File: config.mk
export PLATFORM = sky130hd
export DESIGN_NAME = store_narrower
export DESIGN_NICKNAME = d
export VERILOG_FILES = /design/src/rtl/store_pkg.sv /design/src/rtl/store_lane_mux.sv /design/src/rtl/store_narrower.sv
export SDC_FILE = /design/constraint.sdc
export NUM_CORES = 1
export LEC_CHECK = 0
export CORE_MARGIN = 2
export CORE_UTILIZATION = 54
export DETAILED_ROUTE_END_ITERATION = 10
export GPL_TIMING_DRIVEN = 0
export HOLD_SLACK_MARGIN = 0.03
export PLACE_DENSITY_LB_ADDON = 0.3
export SLEW_MARGIN = 20
export SYNTH_ARGS = -nofsm -noshare
export SYNTH_HDL_FRONTEND = slang
export SYNTH_SLANG_ARGS = --single-unit
File: constraint.sdc
create_clock -name clk -period 5.7 [get_ports clk]
set_input_delay 1.14 -clock clk [delete_from_list [all_inputs] [get_ports clk]]
set_output_delay 1.14 -clock clk [all_outputs]
set_load 0.005 [all_outputs]
File: src/rtl/store_pkg.sv
// Shared types and constants for the 32-bit to 16-bit store narrower.
package store_pkg;

  localparam int unsigned DATA_W = 32;
  localparam int unsigned BEAT_W = 16;
  localparam int unsigned BE_W   = 2;

  typedef enum logic [1:0] {
    ST_SB      = 2'b00,
    ST_SH      = 2'b01,
    ST_SW      = 2'b10,
    ST_ILLEGAL = 2'b11
  } store_type_e;

  typedef enum logic [1:0] {
    IDLE  = 2'b00,
    BEAT0 = 2'b01,
    BEAT1 = 2'b10,
    ERR   = 2'b11
  } state_e;

  localparam logic [BE_W-1:0] BE_LO  = 2'b01;
  localparam logic [BE_W-1:0] BE_HI  = 2'b10;
  localparam logic [BE_W-1:0] BE_ALL = 2'b11;

  // True when the request must be rejected (illegal type or misaligned address).
  function automatic logic is_bad(store_type_e t, logic [1:0] addr_lo);
    logic bad;
    bad = 1'b0;
    case (t)
      ST_SW:      bad = (addr_lo != 2'b00);
      ST_SH:      bad = addr_lo[0];
      ST_SB:      bad = 1'b0;
      default:    bad = 1'b1;
    endcase
    return bad;
  endfunction

endpackage

File: src/rtl/store_lane_mux.sv
// Maps a store (addr/data/type) and beat index onto one 16-bit bus beat.
module store_lane_mux
  import store_pkg::*;
#(
  parameter int unsigned ADDR_W = 32
) (
  input  logic [ADDR_W-1:0] addr,
  input  logic [DATA_W-1:0] wdata,
  input  store_type_e       stype,
  input  logic              beat,
  output logic [ADDR_W-1:0] beat_addr_c,
  output logic [BEAT_W-1:0] beat_wdata_c,
  output logic [BE_W-1:0]   beat_be_c
);

  always_comb begin
    beat_addr_c  = {addr[ADDR_W-1:1], 1'b0};
    beat_wdata_c = wdata[BEAT_W-1:0];
    beat_be_c    = BE_ALL;
    case (stype)
      // Word base is word-aligned, so the second beat only sets bit 1.
      ST_SW: begin
        beat_addr_c  = {addr[ADDR_W-1:2], beat, 1'b0};
        beat_wdata_c = beat ? wdata[DATA_W-1:BEAT_W] : wdata[BEAT_W-1:0];
      end
      ST_SB: begin
        beat_wdata_c = {wdata[7:0], wdata[7:0]};
        beat_be_c    = addr[0] ? BE_HI : BE_LO;
      end
      default: ;
    endcase
  end

endmodule

File: src/rtl/store_narrower.sv
// Serializes 32-bit sw/sh/sb stores onto a 16-bit write bus; rejects misaligned/illegal ones.
module store_narrower
  import store_pkg::*;
#(
  parameter int unsigned ADDR_W = 32
) (
  input  logic              clk,
  input  logic              reset,
  input  logic              req_valid,
  output logic              req_ready,
  input  logic [ADDR_W-1:0] req_addr,
  input  logic [DATA_W-1:0] req_wdata,
  input  logic [1:0]        req_type,
  output logic              bus_valid,
  input  logic              bus_ready,
  output logic [ADDR_W-1:0] bus_addr,
  output logic [BEAT_W-1:0] bus_wdata,
  output logic [BE_W-1:0]   bus_be,
  output logic              done,
  output logic              err
);

  state_e             state, state_n;
  logic [ADDR_W-1:0]  cap_addr;
  logic [DATA_W-1:0]  cap_wdata;
  store_type_e        cap_type;

  logic               accept_c;
  logic               load_beat_c;
  logic               beat_sel_c;
  logic               done_n_c;
  store_type_e        req_type_c;

  logic [ADDR_W-1:0]  mux_addr;
  logic [DATA_W-1:0]  mux_wdata;
  store_type_e        mux_type;
  logic [ADDR_W-1:0]  beat_addr_c;
  logic [BEAT_W-1:0]  beat_wdata_c;
  logic [BE_W-1:0]    beat_be_c;

  assign req_type_c = store_type_e'(req_type);
  assign accept_c   = req_valid && req_ready;

  // First beat is built from the live request so it can be registered at accept.
  assign mux_addr  = (state == IDLE) ? req_addr   : cap_addr;
  assign mux_wdata = (state == IDLE) ? req_wdata  : cap_wdata;
  assign mux_type  = (state == IDLE) ? req_type_c : cap_type;

  store_lane_mux #(.ADDR_W(ADDR_W)) u_lane_mux (
    .addr         (mux_addr),
    .wdata        (mux_wdata),
    .stype        (mux_type),
    .beat         (beat_sel_c),
    .beat_addr_c  (beat_addr_c),
    .beat_wdata_c (beat_wdata_c),
    .beat_be_c    (beat_be_c)
  );

  // Next-state and beat-load decisions.
  always_comb begin
    state_n     = state;
    load_beat_c = 1'b0;
    beat_sel_c  = 1'b0;
    done_n_c    = 1'b0;
    case (state)
      IDLE: begin
        if (accept_c) begin
          if (is_bad(req_type_c, req_addr[1:0])) begin
            state_n = ERR;
          end else begin
            state_n     = BEAT0;
            load_beat_c = 1'b1;
          end
        end
      end
      BEAT0: begin
        if (bus_ready) begin
          if (cap_type == ST_SW) begin
            state_n     = BEAT1;
            load_beat_c = 1'b1;
            beat_sel_c  = 1'b1;
          end else begin
            state_n  = IDLE;
            done_n_c = 1'b1;
          end
        end
      end
      BEAT1: begin
        if (bus_ready) begin
          state_n  = IDLE;
          done_n_c = 1'b1;
        end
      end
      default: state_n = IDLE;
    endcase
  end

  // State, capture and registered outputs.
  always_ff @(posedge clk) begin
    if (!reset) begin
      state     <= IDLE;
      cap_addr  <= '0;
      cap_wdata <= '0;
      cap_type  <= ST_SB;
      req_ready <= 1'b0;
      bus_valid <= 1'b0;
      bus_addr  <= '0;
      bus_wdata <= '0;
      bus_be    <= '0;
      done      <= 1'b0;
      err       <= 1'b0;
    end else begin
      state     <= state_n;
      req_ready <= (state_n == IDLE);
      bus_valid <= (state_n == BEAT0) || (state_n == BEAT1);
      done      <= done_n_c;
      err       <= (state_n == ERR);
      if (accept_c) begin
        cap_addr  <= req_addr;
        cap_wdata <= req_wdata;
        cap_type  <= req_type_c;
      end
      if (load_beat_c) begin
        bus_addr  <= beat_addr_c;
        bus_wdata <= beat_wdata_c;
        bus_be    <= beat_be_c;
      end
    end
  end

endmodule

After elaboration in Yosys (flattened, before gate mapping)
Index checks and enable logic that the tools add are counted.
- muxes and demuxes: 27
- equal/unequal tests: 9
- reductions and logical operators: 7
- operators with widths (kind ; count):
    32-bit 2-to-1 mux ; 2
    16-bit case mux with 2 select lines ; 1
    2-bit 2-to-1 mux ; 9
    16-bit 2-to-1 mux ; 1
    2-bit equality test (second input constant) ; 6
    1-bit 2-to-1 mux ; 10
    2-bit logical NOT ; 4
    2-bit by 1-bit equality test with 1-bit output (second input constant) ; 3
    2-bit case mux with 3 select lines ; 1
    1-bit case mux with 2 select lines ; 2
    1-bit case mux with 3 select lines ; 1
    2-bit nonzero test ; 1
    1-bit logical AND ; 1
    1-bit logical OR ; 1
- output and inout port bits: 54
- bits in registers: 122
- bits of input ports: 70

Logic depth before layout (Yosys ltp)
- depth in word-level cells: 9
- depth in mapped cells: 9
- depth with buffers taken out: 8

Modules after synthesis
From an unflattened synthesis, not the netlist that was laid out.
- cells, all modules: 707
- area total of the unflattened synthesis: 6655.1 um^2
- by module, submodules not included (module ; instances ; area an instance (um^2) ; cells each):
    store_narrower ; 1 ; 6075.8 ; 630
    store_lane_mux ; 1 ; 579.3 ; 77

Worst setup path after synthesis
OpenSTA, ideal clock, no wires.
- path type: in2reg
- start point: in req_valid
- end point: reg bus_valid
- setup slack: 3361 ps
- arrival: 2224 ps
- stages on the path: 7
- required time: 5585 ps
- cells stage by stage: and2_1 > buf_2 > o21ai_0 > o211ai_1 > a31o_2 > ha_1 > and2_1
- word-level cells in the longest chain between the ends: 5
- elaborated cells on any way between the ends: 6
- ends and longest elaborated chain (element ; RTL line ; source):
    start, declared ; store_narrower.sv:9 ; input logic req_valid,
    1-bit logical AND (*) ; store_narrower.sv:42 ; assign accept_c = req_valid && req_ready;
    2-bit 2-to-1 mux (*) ; store_narrower.sv:67 ; if (accept_c) begin
    2-bit case mux with 3 select lines (*) ; store_narrower.sv:65 ; case (state)
    2-bit by 1-bit equality test with 1-bit output / 2-bit equality test (equally long branches) ; store_narrower.sv:115 ; bus_valid <= (state_n == BEAT0) || (state_n == BEAT1);
    1-bit logical OR (*) ; store_narrower.sv:115 ;
    end signal, assigned ; store_narrower.sv:115 ;
    end, declared ; store_narrower.sv:14 ; output logic bus_valid,
Every way passes the cells marked *; elsewhere a longest branch is shown, timed or not.
A chain may end at the register's enable or synchronous reset.

Worst setup path in the final report
- start point: in req_type[0]
- end point: reg bus_valid
- word-level cells in the longest chain between the ends: 9
- elaborated cells on any way between the ends: 12
- ends and longest elaborated chain (element ; RTL line ; source):
    start, declared ; store_narrower.sv:13 ; input logic [1:0] req_type,
    2-bit by 1-bit equality test with 1-bit output (tied with other cells) ; store_pkg.sv:30 ; case (t)
    1-bit case mux with 3 select lines (*) ; store_pkg.sv:30 ;
    1-bit 2-to-1 mux (*) ; store_narrower.sv:67 ;
    1-bit 2-to-1 mux (*) ; store_narrower.sv:65 ;
    2-bit 2-to-1 mux (*) ; store_narrower.sv:68 ; if (is_bad(req_type_c, req_addr[1:0])) begin
    2-bit 2-to-1 mux (*) ; store_narrower.sv:67 ;
    2-bit case mux with 3 select lines (*) ; store_narrower.sv:65 ;
    2-bit by 1-bit equality test with 1-bit output / 2-bit equality test (equally long branches) ; store_narrower.sv:115 ;
    1-bit logical OR (*) ; store_narrower.sv:115 ;
Every way passes the cells marked *; elsewhere a longest branch is shown, timed or not. The select of a mux whose other input is x is not followed.

==> results.yml <==
outcome:
  outcome: "finished clean"
cts:
  cts_tree: "built"
  clockRootBuffer: "clkbuf_8"
  cts_buffers: 17
  htreeDepth: 4
  clk_pin_slew_worst_paths_ps: 60
  cts_buffer_depth: 2
  clock_latency_ps: 510
  hold_buffers: 0
  postCtsSetupBuffers: 0
  cts.sinks: 121
  ctsResizeCount: 0
place:
  place_ws_ps: 2610
  gp_congestion: 0.867
  numPortBuffers: 122
  place_hpwl_um: 11200
synth:
  synth_compound_area_frac: 0.169
  synth-adder-area-share: 0.0137
  synth.distinct_cells: 42
  yosysWarnings: 0
  synth_simple_gate_area_frac: 0.178
  yosysSeqAreaShare: 0.443
  async_flop_share: 0
  synth_top_family_by_area: "simple AND/OR/NAND/NOR gates"
  synth_nets: 701
  synthXorXnorAreaFrac: 0
  synth_area_per_cell_um2: 8.74
  synthMuxAreaShare: 0.136
  synth-edff-count: 0
  ys_ff_latch: 121
  synthCells: 625
  syn_area_mm2: 0.00546
  synth_flop_cell: "dfxtp_1"
worst_setup_path:
  cpMaxStageDelayCell: "clkdlybuf4s50_1"
  start_kind: "primary input"
  cp_num_buf_inv: 1
  cpPeakStageDelay_ps: 650
  rr_worst_depth: 9
  reg2reg_slack_ps: 3440
  path_max_fanout: 7
  cp.arrival_ps: 3020
  critPathCaptureType: "flip-flop"
  path_delay_family: "compound AO/OA/AOI/OAI gates"
  required_ps: 6110
  r2r_start: "state[0]"
  crit_chain: "clkdlybuf4s50_1 -> a21oi_2 -> o21ai_0 -> o211ai_1 -> a31o_2 -> ha_1 -> and2_1"
  critical_path_class: "primary input to flip-flop"
  r2r_end: "bus_valid"
routing:
  final_antenna_net_count: 0
  viasPerCell: 5.78
  vias: 5274
  totalWireLength_um: 15700
  drc_errors: 0
  routedWlPerCell_um: 17.2
  drtIter0Drc: 258
  drt_pre_antenna_iters: 5
global_route:
  grt-ovfl-total: 0
  antenna_found_initial: 0
  gr-usage-all-layers: 0.286
  grt_max_degree: 17
  grt_pass1_vias: 5256
  grt_pass1_wl_um: 25200
timing:
  finClkSkew_ps: 6.81
  setup_ws_ps: 3080
  final_max_slew_viol_count: 0
  fin_crit_sh: 0.459
  setup_violations: 0
  setup_tns_ps: 0
  min_period_ps: 2620
  rsz0062_at_grt: "no"
  fmax_ghz: 0.382
  worst_slew_pin_slew_ps: 737
  relSlewSlack: 0.494
  hold_viol_final: 0
pwr:
  finalPower_mw: 3.09
  ir_drop_uv: 266
  p_leak_nw: 3.00
  power_density_mw_per_mm2: 413
floorplan:
  dieWidth_um: 105
  num_rows: 36
  die-area_mm2: 0.0109
  core_region_area_mm2: 0.00982
  die_h_um: 105
  start_util: 0.556
  io_pins: 124
cells_and_area:
  fin_util: 0.762
  diodes: 0
  area.growth.synth_to_final_pct: 37.0
  nNetsFinal: 842
  drive_above_1_share: 0.0976
worst_hold_path:
  min_path_cells: 2
  worstHoldEndpoint: "cap_wdata[3]"
  hp-class: "flip-flop to flip-flop"
  worstHoldStart: "cap_wdata[3]"
job:
  cap_violations: 0
state kept, by name, indices dropped and copies added, names as in the netlist, 2 cells and up:
signal / cells
cap_addr: 32
cap_wdata: 32
bus_addr: 31
bus_wdata: 16
bus_be: 2
cap_type: 2
state: 2
synthesized netlist by cell type (2+ instances only):
| master | n | area (µm²) |
|---|---|---|
| a211oi_1 | 29 | 218 |
| buf_6 | 9 | 101 |
| buf_4 | 7 | 52.6 |
| nand2b_1 | 2 | 12.5 |
| ha_1 | 6 | 75.1 |
| mux2i_1 | 64 | 641 |
| nor3_1 | 39 | 195 |
| nand3_1 | 12 | 60.1 |
| buf_1 | 7 | 26.3 |
| o21ai_2 | 2 | 17.5 |
| a311oi_1 | 9 | 78.8 |
| inv_1 | 3 | 11.3 |
| dfxtp_1 | 121 | 2420 |
| buf_2 | 5 | 25.0 |
| o22a_1 | 8 | 70.1 |
| o21ai_0 | 4 | 20.0 |
| o211a_1 | 2 | 20.0 |
| mux2_2 | 9 | 101 |
| a21oi_1 | 71 | 355 |
| clkbuf_1 | 22 | 82.6 |
| nand2_1 | 159 | 597 |
| o22ai_1 | 10 | 62.6 |
| and2_1 | 5 | 31.3 |
| nor2_1 | 2 | 7.51 |
kinds of logic after synthesis:
logic type               count (synthesis)
adder cells (fa/ha/maj)                  6
AO/OA/AOI/OAI                          143
multiplexers                            73
other                                    1
buffers and inverters                   56
AND/OR/NAND/NOR                        225
flip-flops                             121
worst min-delay path, stage by stage, from the launching register on:
cell and delay, ps:
dfxtp_1 310, nand2_1 50, a21oi_1 50
how the worst max path moves through the flow:
stage	depth (start not counted)	slack, ps	startpoint	end
final	7	3080	req_type[0]	bus_valid
after floorplan	7	3360	req_valid	bus_valid
after CTS	7	3130	req_type[0]	bus_valid
after detailed placement	6	2610	bus_ready	bus_valid
after global routing	5	3000	bus_ready	bus_wdata[7]
after global placement	7	2600	req_type[0]	bus_valid
per-layer routing:
metal,routed length [µm],vias to the layer above,track usage,share of wire
met5,0,-,0,0
met4,316,0,0.110,0.020
met3,1170,44,0.0649,0.075
met2,8000,263,0.503,0.51
met1,6220,2479,0.340,0.40
li1,-,2488,-,-
power breakdown:
group	total, mW	switching, mW	internal (mW)
registers	1.02	0.0612	0.954
logic	0.939	0.493	0.447
clock network	1.13	0.396	0.738
total	3.09	0.950	2.14
metrics by stage:
stage | instances | cell area [µm²] | hold WS (ps)
after floorplan | 625 | 5460 | 434
after global placement | 880 | 6850 | 441
after detailed placement | 880 | 6850 | 447
after CTS | 912 | 7480 | 455
after global routing | 912 | 7480 | 473
final | 912 | 7480 | 453
cells in the final DEF, fill, tap and decap left out, types with 12 or more instances in the layout:
master | Yosys | final
nand2_1 | 159 | 159
mux2i_1 | 64 | 64
a21oi_1 | 71 | 71
clkbuf_1 | 22 | 22
a211oi_1 | 29 | 29
nor3_1 | 39 | 39
clkbuf_16 | 0 | 16
nand3_1 | 12 | 12
clkdlybuf4s50_1 | 0 | 122
dfxtp_1 | 121 | 121
cell type report:
type,instances,area (µm²)
Multi-Input combinational cell,448,2720
Clock buffer,19,442
Sequential cell,121,2420
Timing Repair Buffer,122,1220
Fill cell,737,2340
Clock inverter,13,191
Buffer,52,309
Inverter,4,15.0
Tap cell,133,166
No activity file was read; power rests on OpenSTA's default activity.
